## config.mk

```make
export PLATFORM = sky130hd
export DESIGN_NAME = pc_sequencer
export DESIGN_NICKNAME = d
export VERILOG_FILES = /design/src/rtl/pc_sequencer.sv
export SDC_FILE = /design/constraint.sdc
export NUM_CORES = 1
export LEC_CHECK = 0
export ABC_AREA = 1
export CORE_ASPECT_RATIO = 0.6
export CORE_MARGIN = 4
export CORE_UTILIZATION = 46
export CTS_CLUSTER_DIAMETER = 30
export DETAILED_ROUTE_END_ITERATION = 8
export PLACE_DENSITY = 0.84
export RECOVER_POWER = 50
export SETUP_SLACK_MARGIN = 0.3
export SLEW_MARGIN = 20
export SYNTH_ARGS = -nofsm -noshare
export SYNTH_HDL_FRONTEND = slang
export SYNTH_SLANG_ARGS = --single-unit
```

## constraint.sdc

```tcl
create_clock -name clk -period 2.6 [get_ports clk]
set_input_delay 0.39 -clock clk [delete_from_list [all_inputs] [get_ports clk]]
set_output_delay 0.39 -clock clk [all_outputs]
set_load 0.005 [all_outputs]
```

## src/rtl/pc_sequencer.sv

```systemverilog
// pc_sequencer: program-counter controller for the single-cycle core.
// This block owns the PC register and the IDLE/RUN/HALTED state machine.
// The PC steps sequentially or jumps to absolute targets from the
// branch-target LUT, and completion is reported through start/done.
// Optional feature: define PC_WATCHDOG_EN to build a RUN-cycle watchdog
// that forces HALTED with err set after MAX_CYCLES RUN cycles.
module pc_sequencer #(
  parameter int D          = 12,
  parameter int A          = 5,
  parameter int START_PC   = 0,
  parameter int MAX_CYCLES = 4096
) (
  input  logic         clk,
  input  logic         reset,
  input  logic         start,
  input  logic         stall,
  input  logic         halt,
  input  logic         br_en,
  input  logic         br_cond,
  input  logic [A-1:0] br_idx,
  output logic [A-1:0] lut_addr,
  input  logic [D-1:0] lut_target,
  output logic [D-1:0] pc,
  output logic         br_taken,
  output logic         done,
  output logic         err
);

  typedef enum logic [1:0] {
    IDLE   = 2'd0,
    RUN    = 2'd1,
    HALTED = 2'd2
  } state_e;

  localparam logic [D-1:0] StartPc = D'(START_PC);

  state_e       state_q, state_d;
  logic [D-1:0] pc_q, pc_d;
  logic         br_taken_q, br_taken_d;
  logic         err_q, err_d;

`ifdef PC_WATCHDOG_EN
  localparam int CW = $clog2(MAX_CYCLES + 1);
  localparam logic [CW-1:0] WdgLast = CW'(MAX_CYCLES - 1);

  logic [CW-1:0] cnt_q, cnt_d;
`else
  logic unused_max_cycles;
  assign unused_max_cycles = (MAX_CYCLES > 0);
`endif

  // LUT address follows the index field only for branch instructions so the LUT idles at entry 0
  always_comb begin
    lut_addr = '0;
    if (br_en) begin
      lut_addr = br_idx;
    end
  end

  // Next-state logic for the FSM, PC, branch pulse, sticky error and optional watchdog
  always_comb begin
    state_d    = state_q;
    pc_d       = pc_q;
    br_taken_d = 1'b0;
    err_d      = err_q;
`ifdef PC_WATCHDOG_EN
    cnt_d      = cnt_q;
`endif

    case (state_q)
      IDLE: begin
        if (start) begin
          state_d = RUN;
          pc_d    = StartPc;
          err_d   = 1'b0;
`ifdef PC_WATCHDOG_EN
          cnt_d   = '0;
`endif
        end
      end

      RUN: begin
        if (!stall) begin
          if (halt) begin
            state_d = HALTED;
          end else if (br_en && br_cond && (br_idx == '0)) begin
            state_d = HALTED;
            err_d   = 1'b1;
          end else if (br_en && br_cond) begin
            pc_d       = lut_target;
            br_taken_d = 1'b1;
          end else begin
            pc_d = pc_q + D'(1);
          end
        end
`ifdef PC_WATCHDOG_EN
        // Stalled cycles still count; the MAX_CYCLES-th RUN cycle trips the watchdog
        cnt_d = cnt_q + CW'(1);
        if (cnt_q == WdgLast) begin
          state_d    = HALTED;
          pc_d       = pc_q;
          br_taken_d = 1'b0;
          err_d      = 1'b1;
        end
`endif
      end

      HALTED: begin
        if (start) begin
          state_d = RUN;
          pc_d    = StartPc;
          err_d   = 1'b0;
`ifdef PC_WATCHDOG_EN
          cnt_d   = '0;
`endif
        end
      end

      default: begin
        state_d = IDLE;
        pc_d    = StartPc;
        err_d   = 1'b0;
      end
    endcase
  end

  // State register with synchronous reset that overrides every other input
  always_ff @(posedge clk) begin
    if (reset) begin
      state_q    <= IDLE;
      pc_q       <= StartPc;
      br_taken_q <= 1'b0;
      err_q      <= 1'b0;
`ifdef PC_WATCHDOG_EN
      cnt_q      <= '0;
`endif
    end else begin
      state_q    <= state_d;
      pc_q       <= pc_d;
      br_taken_q <= br_taken_d;
      err_q      <= err_d;
`ifdef PC_WATCHDOG_EN
      cnt_q      <= cnt_d;
`endif
    end
  end

  assign pc       = pc_q;
  assign br_taken = br_taken_q;
  assign err      = err_q;
  assign done     = (state_q == HALTED);

endmodule
```

; After elaboration in Yosys (flattened, before gate mapping)
; Cells that the tools add are included.
[classes]
n_reduce_logical = 9
eq_ne = 8
add_sub_neg = 1
n_bitwise = 1
muxes = 18
[ops]
columns = cell, n
row1 = 12-bit 2-to-1 mux, 5
row2 = 12-bit one-hot mux with 2 select lines, 1
row3 = "12-bit by 1-bit adder with 12-bit output, second input constant", 1
row4 = 2-bit 2-to-1 mux, 4
row5 = "2-bit inequality test, second input constant", 4
row6 = 4-bit AND reduction, 2
row7 = 5-bit zero test, 1
row8 = 1-bit 2-to-1 mux, 5
row9 = 5-bit 2-to-1 mux, 1
row10 = 5-bit OR reduction, 1
row11 = 2-bit one-hot mux with 2 select lines, 1
row12 = "3-bit inequality test, second input constant", 1
row13 = 3-bit AND reduction, 1
row14 = "2-bit by 1-bit == test with 1-bit output, second input constant", 1
row15 = "2-bit == test, second input constant", 1
row16 = 1-bit logical AND, 2
row17 = 2-bit zero test, 1
row18 = "2-bit by 1-bit inequality test with 1-bit output, second input constant", 1
row19 = 1-bit one-hot mux with 2 select lines, 1
row20 = 2-bit OR reduction, 1
row21 = 1-bit NOT, 1
[word_totals]
reg_bits = 16
wordCells = 41
inputBits = 24
output_inout_bits = 20

; Logic depth before layout (Yosys ltp)
; Gate-level depths: netlist of the first run.
[logic_depth]
ltp_word = 6
ltp_mapped = 10
ltp_nobuf = 9

; Worst setup path before layout of the first run
; No wires, ideal clock.
[synth_path]
path_kind = reg2reg
startpoint = register pc_q[0], in the netlist pc[0]
endpoint = register pc_q[8], in the netlist pc[8]
arrival_ns = 1.206
path_stages_with_launch = 9
t_required_ns = 2.458
setup_ns = 0.142
n_path_buf = 0
synth_period_minus_slack_ns = 1.347
slack_ns = 1.253
cell_sequence = dfxtp_1 > ha_1 > nand3_1 > nor2_1 > nand2_1 > nand2_1 > nand3_1 > nand2_1 > a21oi_2
[synth_between]
elab_chain_cells = 6
[synth_rtl]
columns = item, line_no
row1 = from (decl), 38  ; logic [D-1:0] pc_q, pc_d;
row2 = from (signal assigned), 131  ; pc_q <= StartPc;
row3 = from (signal assigned), 139  ; pc_q <= pc_d;
row4 = 12-bit by 1-bit adder with 12-bit output, 93  ; pc_d = pc_q + D'(1);
row5 = 12-bit 2-to-1 mux, 89  ; end else if (br_en && br_cond) begin
row6 = 12-bit 2-to-1 mux, 86  ; end else if (br_en && br_cond && (br_idx == '0)) begin
row7 = 12-bit 2-to-1 mux, 84  ; if (halt) begin
row8 = 12-bit 2-to-1 mux, 83  ; if (!stall) begin
row9 = 12-bit one-hot mux with 2 select lines, 70  ; case (state_q)
; No other way between the ends. The select of a mux whose other input is x is not followed.
; A chain may end at the register's enable or synchronous reset.

; Final worst setup path of the first run
[layout_path]
startpoint = input port br_en
endpoint = output port lut_addr[4]
[layout_between]
elab_chain_cells = 1
[layout_rtl]
columns = item, line_no
row1 = from (decl), 18  ; input logic br_en,
row2 = 5-bit 2-to-1 mux, 55  ; if (br_en) begin
row3 = to (decl), 21  ; output logic [A-1:0] lut_addr,
; No other way between the ends.

==> results.sh, run 1 <==
export IMPL_run_status="complete, no violations"
export IMPL_ys_async_sr_fraction=0
export IMPL_yosysSeqAreaShare=0.285
export IMPL_grt_overflow_total=0
export IMPL_seqPwrFrac=0.441
export IMPL_preCtsSetupSlack_ps=583
export IMPL_peakVddDrop_mv=0.212
export IMPL_cts_root_buf="clkbuf_8"
export IMPL_ant_nets=0
export IMPL_cts_tree="done"
export IMPL_crit_fanout=6
export IMPL_dieWidth_um=71.8
export IMPL_post_cts_setup_buffers=0
export IMPL_synth_edf_count=0
export IMPL_fin_ws_ps=536
export IMPL_wl_per_cell_um=11.8
export IMPL_io_buffers=43
export IMPL_p_switching_mw=0.172
export IMPL_intPower_mw=0.436
export IMPL_critPathCaptureType="primary output"
export IMPL_syn_nets=208
export IMPL_slew_limit_headroom=0.742
export IMPL_switching_share=0.283
export IMPL_yosysWarningCount=0
export IMPL_netlist_instances=183
export IMPL_grt_pass1_wl_um=5110
export IMPL_cp_arrival_ps=1670
export IMPL_fmax_ghz=0.485
export IMPL_htree_levels=1
export IMPL_synth_common_cells="49 x nand2_1, 33 x nor2_1, 19 x inv_1, 16 x dfxtp_1, 13 x nand3_1"
export IMPL_period_minus_slack_ps=2060
export IMPL_finalSetupViolCount=0
export IMPL_pin_count=44
export IMPL_place_gp_congestion=0.815
export IMPL_via_count=1271
export IMPL_syn_avg_cell_area_um2=6.14
export IMPL_core_area_um2=2240
export IMPL_hold_viol_final=0
export IMPL_cts_repair_resized=0
export IMPL_fin_crit_sh=0.794
export IMPL_clkLatencyLatePin_ps=250
export IMPL_cts_hold_buf=0
export IMPL_start_util=0.501
export IMPL_clk_pin_slew_worst_paths_ps=60
export IMPL_synth_area_um2=1120
export IMPL_dieArea_um2=3320
export IMPL_pwr_share_comb=0.260
export IMPL_max_cap_violations=0
export IMPL_die_y_um=46.3
export IMPL_tns_ps=0
export IMPL_drt_iter0_markers=64
export IMPL_holdWs_ps=481
export IMPL_rsz0062_at_grt="no"
export IMPL_worst_pin_slew_ps=386
export IMPL_wl_um=3050
export IMPL_drc=0
export IMPL_skew_ps=2.72
export IMPL_crit_type="input port to primary output"
export IMPL_clockPowerShare=0.299
export IMPL_final_net_count=254
export IMPL_cts_buffer_depth=2
export IMPL_p_per_area_nw_per_um2=378
export IMPL_antenna_found_initial=0
export IMPL_core_rowCount=13
export IMPL_cp_start_kind="input port"
export IMPL_required_ps=2210
export IMPL_grt_max_degree=23
export IMPL_synth_most_common_cell="nand2_1"
export IMPL_hp_class="flip-flop to flip-flop"
export IMPL_reg2reg_slack_ps=1070
export IMPL_synth_cell_types=23
export IMPL_track_usage=0.200
export IMPL_viasPerCell=4.95
export IMPL_p_leak_nw=0.710
export IMPL_dr_pass1_iters=4
export IMPL_synth_top_area_cell="dfxtp_1"
export IMPL_grt_pass1_vias=1137
export IMPL_synth_top_cell_area_share=0.285
export IMPL_ys_top_cells_by_area="dfxtp_1 29%, nand2_1 16%, nor2_1 11%"
export IMPL_ys_ff_latch=16
export IMPL_cts_buffers=3
export IMPL_clock_sinks=16
export IMPL_antenna_cells=0
export IMPL_dpl_hpwl_um=2430
export IMPL_drive_gt1_frac=0.119
export IMPL_area_growth_pct=43.3
export IMPL_synth_flop_cell="dfxtp_1"
export IMPL_maxSlewViolCount=0
[metrics by stage]
step	util	instance area [um^2]	power, mW	std cells
final	0.717	1610	0.608	257
after global routing	0.717	1610	0.640	257
after CTS	0.722	1620	0.617	257
after detailed placement	0.703	1580	0.435	254
after global placement	0.703	1580	0.430	254
after floorplan	-	1120	0.358	183
[cell families after synthesis]
kind of cell / share of synthesized area
AO/OA/AOI/OAI: 0.149
XOR/XNOR: 0.00780
adder cells (fa/ha/maj): 0.0111
buffers and inverters: 0.0924
flip-flops: 0.285
AND/OR/NAND/NOR: 0.454
[critical path: stages]
cell,delay (ps)
dlygate4sd3_1,630
nand2_1,70
inv_1,70
clkdlybuf4s50_1,510
[final timing paths]
path,startpoint,end,cells after the start
min reg2reg,err$_SDFFE_PP0P_,err$_SDFFE_PP0P_,2
min,err$_SDFFE_PP0P_,err$_SDFFE_PP0P_,2
max reg2reg,state_q[0]$_SDFFE_PP0P_,pc[3]$_SDFFE_PP0P_,9
max,br_en,lut_addr[4],4
[layer usage]
layer / share of wire / GRT usage / up-vias
met1: 0.46 / 0.248 / 539
met3: 0.10 / 0.0697 / 2
met5: 0 / 0 / -
met2: 0.43 / 0.334 / 62
li1: - / - / 668
met4: 0.0056 / 0.0599 / 0
[cell usage in the layout (no fill, tap or decap), drive strengths merged]
master          n
a21oi          15
nand3b          4
ha              1
inv            19
a31oi           1
clkdlybuf4s50  27
nand4           1
or2             1
xor2            1
clkbuf          3
dlygate4sd3    16
nand3          14
nor3            1
o21ai           9
o21bai          1
dfxtp          16
buf             2
nand2          60
nor2           34
clkinv          1
[flip-flops by register name, summed over array words and instances (netlist names)]
name      cells
pc           12
state_q       2
br_taken      1
err           1
[final cells by class]
cell class / instances / area (um^2)
tap: 30 / 37.5
fill: 188 / 634
inverter: 20 / 76.3
timing repair buffer: 45 / 445
clock buffer: 3 / 41.3
sequential: 16 / 320
multi-input combinational: 143 / 689
[power by group through the flow]
stage               clock (mW)  sequential [mW]  combinational (mW)
floorplan                    0            0.271              0.0867
CTS                      0.186            0.268               0.163
detailed placement           0            0.273               0.162
finish                   0.182            0.268               0.158
global placement             0            0.273               0.157
global route             0.193            0.271               0.176
Note: power is estimated with default switching activity, not from simulation.
==> run 2: changes to the inputs <==
--- a/config.mk
+++ b/config.mk
@@ -8,10 +8,10 @@
 export ABC_AREA = 1
 export CORE_ASPECT_RATIO = 0.6
 export CORE_MARGIN = 4
-export CORE_UTILIZATION = 46
+export CORE_UTILIZATION = 39
 export CTS_CLUSTER_DIAMETER = 30
 export DETAILED_ROUTE_END_ITERATION = 8
-export PLACE_DENSITY = 0.84
+export PLACE_DENSITY = 0.76
 export RECOVER_POWER = 50
 export SETUP_SLACK_MARGIN = 0.3
 export SLEW_MARGIN = 20
==> constraint.sdc (replaced) <==
create_clock -name clk -period 1.7 [get_ports clk]
set_input_delay 0.255 -clock clk [delete_from_list [all_inputs] [get_ports clk]]
set_output_delay 0.255 -clock clk [all_outputs]
set_load 0.005 [all_outputs]
==> run 2 against run 1 <==
Net effect:
- global-route usage is 3.2 points lower
- sequential share of layout area shrank 1.4 points
- first-iteration DRC count increased by 13%
- register-to-register slack got worse by 780 ps
- setup slack worse by 280 ps
- combinational power rose by 84%
- core utilization shrank 2.8 points
==> results.sh, run 2 (same netlist as run 1, synthesis figures left out) <==
export IMPL_cts_hold_buf=0
export IMPL_place_gp_congestion=0.782
export IMPL_cts_tree="done"
export IMPL_dieArea_um2=3830
export IMPL_peakVddDrop_mv=0.296
export IMPL_wl_per_cell_um=12.5
export IMPL_final_common_cell="nand2_1"
export IMPL_dr_pass1_iters=4
export IMPL_pin_count=44
export IMPL_area_growth_pct=61.2
export IMPL_dieWidth_um=77.3
export IMPL_drt_iter0_markers=72
export IMPL_preCtsSetupSlack_ps=-77.0
export IMPL_largest_reg_flops=12
export IMPL_clk_pin_slew_worst_paths_ps=60
export IMPL_track_usage=0.169
export IMPL_grt_pass1_vias=1144
export IMPL_core_rowCount=14
export IMPL_fin_ws_ps=254
export IMPL_start_util=0.428
export IMPL_cpMaxStageDelayCell="clkdlybuf4s50_1"
export IMPL_drive_gt1_frac=0.232
export IMPL_layout_common_cells="47 x nand2_1, 29 x nor2_1, 22 x clkdlybuf4s50_1"
export IMPL_cts_buffer_depth=2
export IMPL_rsz0062_at_grt="yes"
export IMPL_grt_max_degree=14
export IMPL_antenna_found_initial=0
export IMPL_grt_overflow_total=0
export IMPL_required_ps=1850
export IMPL_crit_top_cell="nand2_2"
export IMPL_final_net_count=267
export IMPL_antenna_cells=0
export IMPL_slowest_delay_ps=460
export IMPL_ant_nets=0
export IMPL_max_cap_violations=0
export IMPL_crit_chain="clkdlybuf4s50_1 -> inv_1 -> nand2_2 -> nand2_2 -> nand2_1 -> nand2_2 -> nand2_4 -> o21ai_0 -> o21ai_0 -> nor2_1"
export IMPL_viasPerCell=4.78
export IMPL_fmax_ghz=0.692
export IMPL_via_count=1304
export IMPL_holdWs_ps=427
export IMPL_die_y_um=49.6
export IMPL_crit_fanout=6
export IMPL_slew_limit_headroom=0.811
export IMPL_cp_arrival_ps=1600
export IMPL_reg2reg_slack_ps=290
export IMPL_hp_class="input port to flip-flop"
export IMPL_cp_start_kind="input port"
export IMPL_hold_viol_final=0
export IMPL_grt_pass1_wl_um=5130
export IMPL_maxSlewViolCount=0
export IMPL_cts_root_buf="clkbuf_8"
export IMPL_wl_um=3420
export IMPL_drc=0
export IMPL_clkLatencyLatePin_ps=260
export IMPL_clock_sinks=16
export IMPL_p_leak_nw=0.923
export IMPL_core_area_um2=2630
export IMPL_dpl_hpwl_um=2450
export IMPL_critPathCaptureType="flip-flop"
export IMPL_io_buffers=43
export IMPL_skew_ps=4.50
export IMPL_cts_buffers=3
export IMPL_finalSetupViolCount=0
export IMPL_worst_pin_slew_ps=283
export IMPL_htree_levels=1
export IMPL_fin_crit_sh=0.850
export IMPL_period_minus_slack_ps=1450
export IMPL_run_status="complete, no violations"
export IMPL_p_per_area_nw_per_um2=573
export IMPL_crit_type="input port to flip-flop"
## run 2: cell types whose count changed in the layout (fill, tap and decap cells not counted), moves of 2 or more
cell	previous run	this run
buf_4	2	14
clkdlybuf4s50_1	27	22
dfxtp_1	16	12
dfxtp_4	0	4
dlygate4sd2_1	0	9
dlygate4sd3_1	16	3
dlymetal6s2s_1	0	9
nand2_1	50	47
nand2_2	10	12
nor2_1	34	29
nor2_2	0	3
nor2_4	0	2
## run 2: through the flow
stage / TNS (ps) / cell area (um^2) / power (mW) / utilization / std cells
after floorplan: 0 / 1120 / 0.547 / - / 183
after global placement: -304 / 1620 / 0.679 / 0.616 / 261
after detailed placement: -804 / 1620 / 0.683 / 0.616 / 261
after CTS: 0 / 1720 / 1.02 / 0.656 / 265
after global routing: 0 / 1810 / 1.09 / 0.690 / 273
final: 0 / 1810 / 1.04 / 0.690 / 273
## run 2: path summary, 6_finish.rpt
kind,from,end,cells past startpoint
max,start,pc[2]$_SDFFE_PP0P_,10
min,br_idx[0],err$_SDFFE_PP0P_,4
max reg2reg,pc[1]$_SDFFE_PP0P_,pc[10]$_SDFFE_PP0P_,8
min reg2reg,err$_SDFFE_PP0P_,err$_SDFFE_PP0P_,2
## run 2: repair_timing
item	in CTS	in global routing
buffers inserted	0	7
endpoints found under the setup margin	31	23
resized for setup	35	21
pin swaps	0	5
gates cloned	0	1
## run 2: critical path: cells and delay by family
family	cells	cell delay, ps
compound gates	2	180
simple gates	6	640
buf+inv	2	520
## run 2: layout make-up
cell class / count / area [um^2]
multi-input combinational: 143 / 748
sequential: 16 / 335
clock buffer: 4 / 55.1
fill: 249 / 816
tap: 32 / 40.0
timing repair buffer: 57 / 547
timing repair inverter: 1 / 6.26
inverter: 20 / 80.1
## run 2: where the power goes
group          leakage [nW]  switching, mW  internal [mW]
Sequential            0.133         0.0178          0.386
Combinational         0.762          0.151          0.139
Clock                0.0288          0.138          0.206
## run 2: layer usage
metal,track usage,wire (um)
met3,0.0636,244
met1,0.234,1700
met5,0,0
met4,0.0444,20
met2,0.244,1450
==> run 3: changes to the inputs <==
--- a/config.mk
+++ b/config.mk
@@ -7,13 +7,12 @@
 export LEC_CHECK = 0
 export ABC_AREA = 1
 export CORE_ASPECT_RATIO = 0.6
-export CORE_MARGIN = 4
+export CORE_MARGIN = 2
 export CORE_UTILIZATION = 39
 export CTS_CLUSTER_DIAMETER = 30
 export DETAILED_ROUTE_END_ITERATION = 8
 export PLACE_DENSITY = 0.76
 export RECOVER_POWER = 50
-export SETUP_SLACK_MARGIN = 0.3
 export SLEW_MARGIN = 20
 export SYNTH_ARGS = -nofsm -noshare
 export SYNTH_HDL_FRONTEND = slang
==> run 3 against run 2 <==
Net effect:
- maximum frequency down 10%
- flip-flop and latch count unchanged
- critical path depth down 6
- non-clock buffer count down 4
- via count down 1.5%
- register-to-register slack worse by 70 ps
- cell count down 1.5%
- largest cell class unchanged
- highest routed layer unchanged
==> results.sh, run 3 (same netlist as run 1, synthesis figures left out) <==
export IMPL_met3_usage=0.0664
export IMPL_skew_ps=1.39
export IMPL_final_common_cell="nand2_1"
export IMPL_post_cts_setup_buffers=0
export IMPL_hp_class="flip-flop to flip-flop"
export IMPL_critPathCaptureType="primary output"
export IMPL_ant_nets=0
export IMPL_maxSlewViolCount=0
export IMPL_place_gp_congestion=0.825
export IMPL_fill_cells=284
export IMPL_via_count=1285
export IMPL_dpl_hpwl_um=2320
export IMPL_peakVddDrop_mv=0.222
export IMPL_cp_start_kind="input port"
export IMPL_core_area_um2=2800
export IMPL_track_usage=0.196
export IMPL_period_minus_slack_ps=1610
export IMPL_grt_pass1_vias=1064
export IMPL_reg2regPathDepth=9
export IMPL_holdWs_ps=479
export IMPL_grt_max_degree=20
export IMPL_slew_limit_headroom=0.791
export IMPL_clkLatencyLatePin_ps=250
export IMPL_layout_common_cells="50 x nand2_1, 33 x nor2_1, 29 x clkdlybuf4s50_1"
export IMPL_reg2reg_slack_ps=220
export IMPL_viasPerCell=4.78
export IMPL_cts_root_buf="clkbuf_8"
export IMPL_r2r_end="pc[3]$_SDFFE_PP0P_"
export IMPL_endpoint="lut_addr[1]"
export IMPL_io_buffers=43
export IMPL_wl_per_cell_um=11.4
export IMPL_cts_buffers=3
export IMPL_dr_pass1_iters=4
export IMPL_grt_overflow_total=0
export IMPL_dieWidth_um=73.3
export IMPL_p_leak_nw=0.746
export IMPL_drc=0
export IMPL_cts_buffer_depth=2
export IMPL_drive_gt1_frac=0.153
export IMPL_fin_crit_sh=0.946
export IMPL_cts_tree="done"
export IMPL_fmax_ghz=0.622
export IMPL_finalSetupViolCount=0
export IMPL_antenna_found_initial=0
export IMPL_max_cap_violations=0
export IMPL_min_path_cells=2
export IMPL_rsz0062_at_grt="no"
export IMPL_grt_pass1_wl_um=4830
export IMPL_crit_fanout=2
export IMPL_cp_startpoint="br_idx[1]"
export IMPL_placed_cells=266
export IMPL_wl_um=3070
export IMPL_clk_pin_slew_worst_paths_ps=60
export IMPL_worst_pin_slew_ps=312
export IMPL_clock_sinks=16
export IMPL_required_ps=1440
export IMPL_area_growth_pct=49.7
export IMPL_crit_type="input port to primary output"
export IMPL_cp_arrival_ps=1350
export IMPL_hold_viol_final=0
export IMPL_final_net_count=262
export IMPL_pin_count=44
export IMPL_largest_reg_flops=12
export IMPL_core_rowCount=15
export IMPL_die_y_um=45.6
export IMPL_stdcell_count=269
export IMPL_run_status="complete, no violations"
export IMPL_use_met1=0.259
export IMPL_grt_busiest_layer="met2"
export IMPL_start_util=0.402
export IMPL_rr_startpoint="state_q[0]$_SDFFE_PP0P_"
export IMPL_drt_iter0_markers=49
export IMPL_p_per_area_nw_per_um2=575
export IMPL_use_met2=0.305
export IMPL_antenna_cells=0
export IMPL_dieArea_um2=3340
export IMPL_htree_levels=1
-- run 3: worst min path at each step --
| stage | from | to | slack, ps |
|---|---|---|---|
| 6_report | err$_SDFFE_PP0P_ | err$_SDFFE_PP0P_ | 480 |
| 5_1_grt | pc[11]$_SDFFE_PP0P_ | pc[11]$_SDFFE_PP0P_ | 540 |
| 4_1_cts | err$_SDFFE_PP0P_ | err$_SDFFE_PP0P_ | 490 |
| 3_5_place_dp | err$_SDFFE_PP0P_ | err$_SDFFE_PP0P_ | 460 |
| 3_3_place_gp | state_q[1]$_SDFFE_PP0P_ | state_q[1]$_SDFFE_PP0P_ | 460 |
| 2_1_floorplan | reset | pc[3]$_SDFFE_PP0P_ | 320 |
-- run 3: repair_timing --
| item | 4_1_cts | 5_1_grt |
|---|---|---|
| gates resized for setup | 1 | 0 |
| hold buffers | 0 | 0 |
| setup endpoints to repair | 5 | 0 |
-- run 3: critical path, cell delays in order --
cell and delay, ps:
clkdlybuf4s50_1 480, nand2_1 60, inv_1 60, clkdlybuf4s50_1 500
-- run 3: stage by stage --
step / setup slack [ps] / utilization / power, mW / instance area, um^2 / TNS [ps]
detailed placement: -66.0 / 0.588 / 0.691 / 1640 / -575
CTS: 86.4 / 0.602 / 0.973 / 1680 / 0
floorplan: 353 / - / 0.547 / 1120 / 0
global placement: -30.3 / 0.588 / 0.688 / 1640 / -215
finish: 92.6 / 0.601 / 0.966 / 1680 / 0
global route: 18.0 / 0.601 / 1.01 / 1680 / 0
-- run 3: cell type report --
class	count	area, um^2	area share
inverter	20	76.3	0.0454
timing repair buffer	53	504	0.300
clock buffer	3	41.3	0.0246
sequential	16	320	0.190
multi-input combinational	143	697	0.414
tap	34	42.5	0.0253
-- run 3: layer usage --
metal	up-vias	share of wire
met5	-	0
met4	0	0.0069
li1	683	-
met1	556	0.48
met2	42	0.44
met3	4	0.073
-- run 3: where the power goes --
group,switching (mW),leakage (nW),internal [mW],total [mW]
Clock,0.131,0.0216,0.157,0.289
Combinational,0.129,0.595,0.140,0.268
Sequential,0.0187,0.130,0.391,0.409
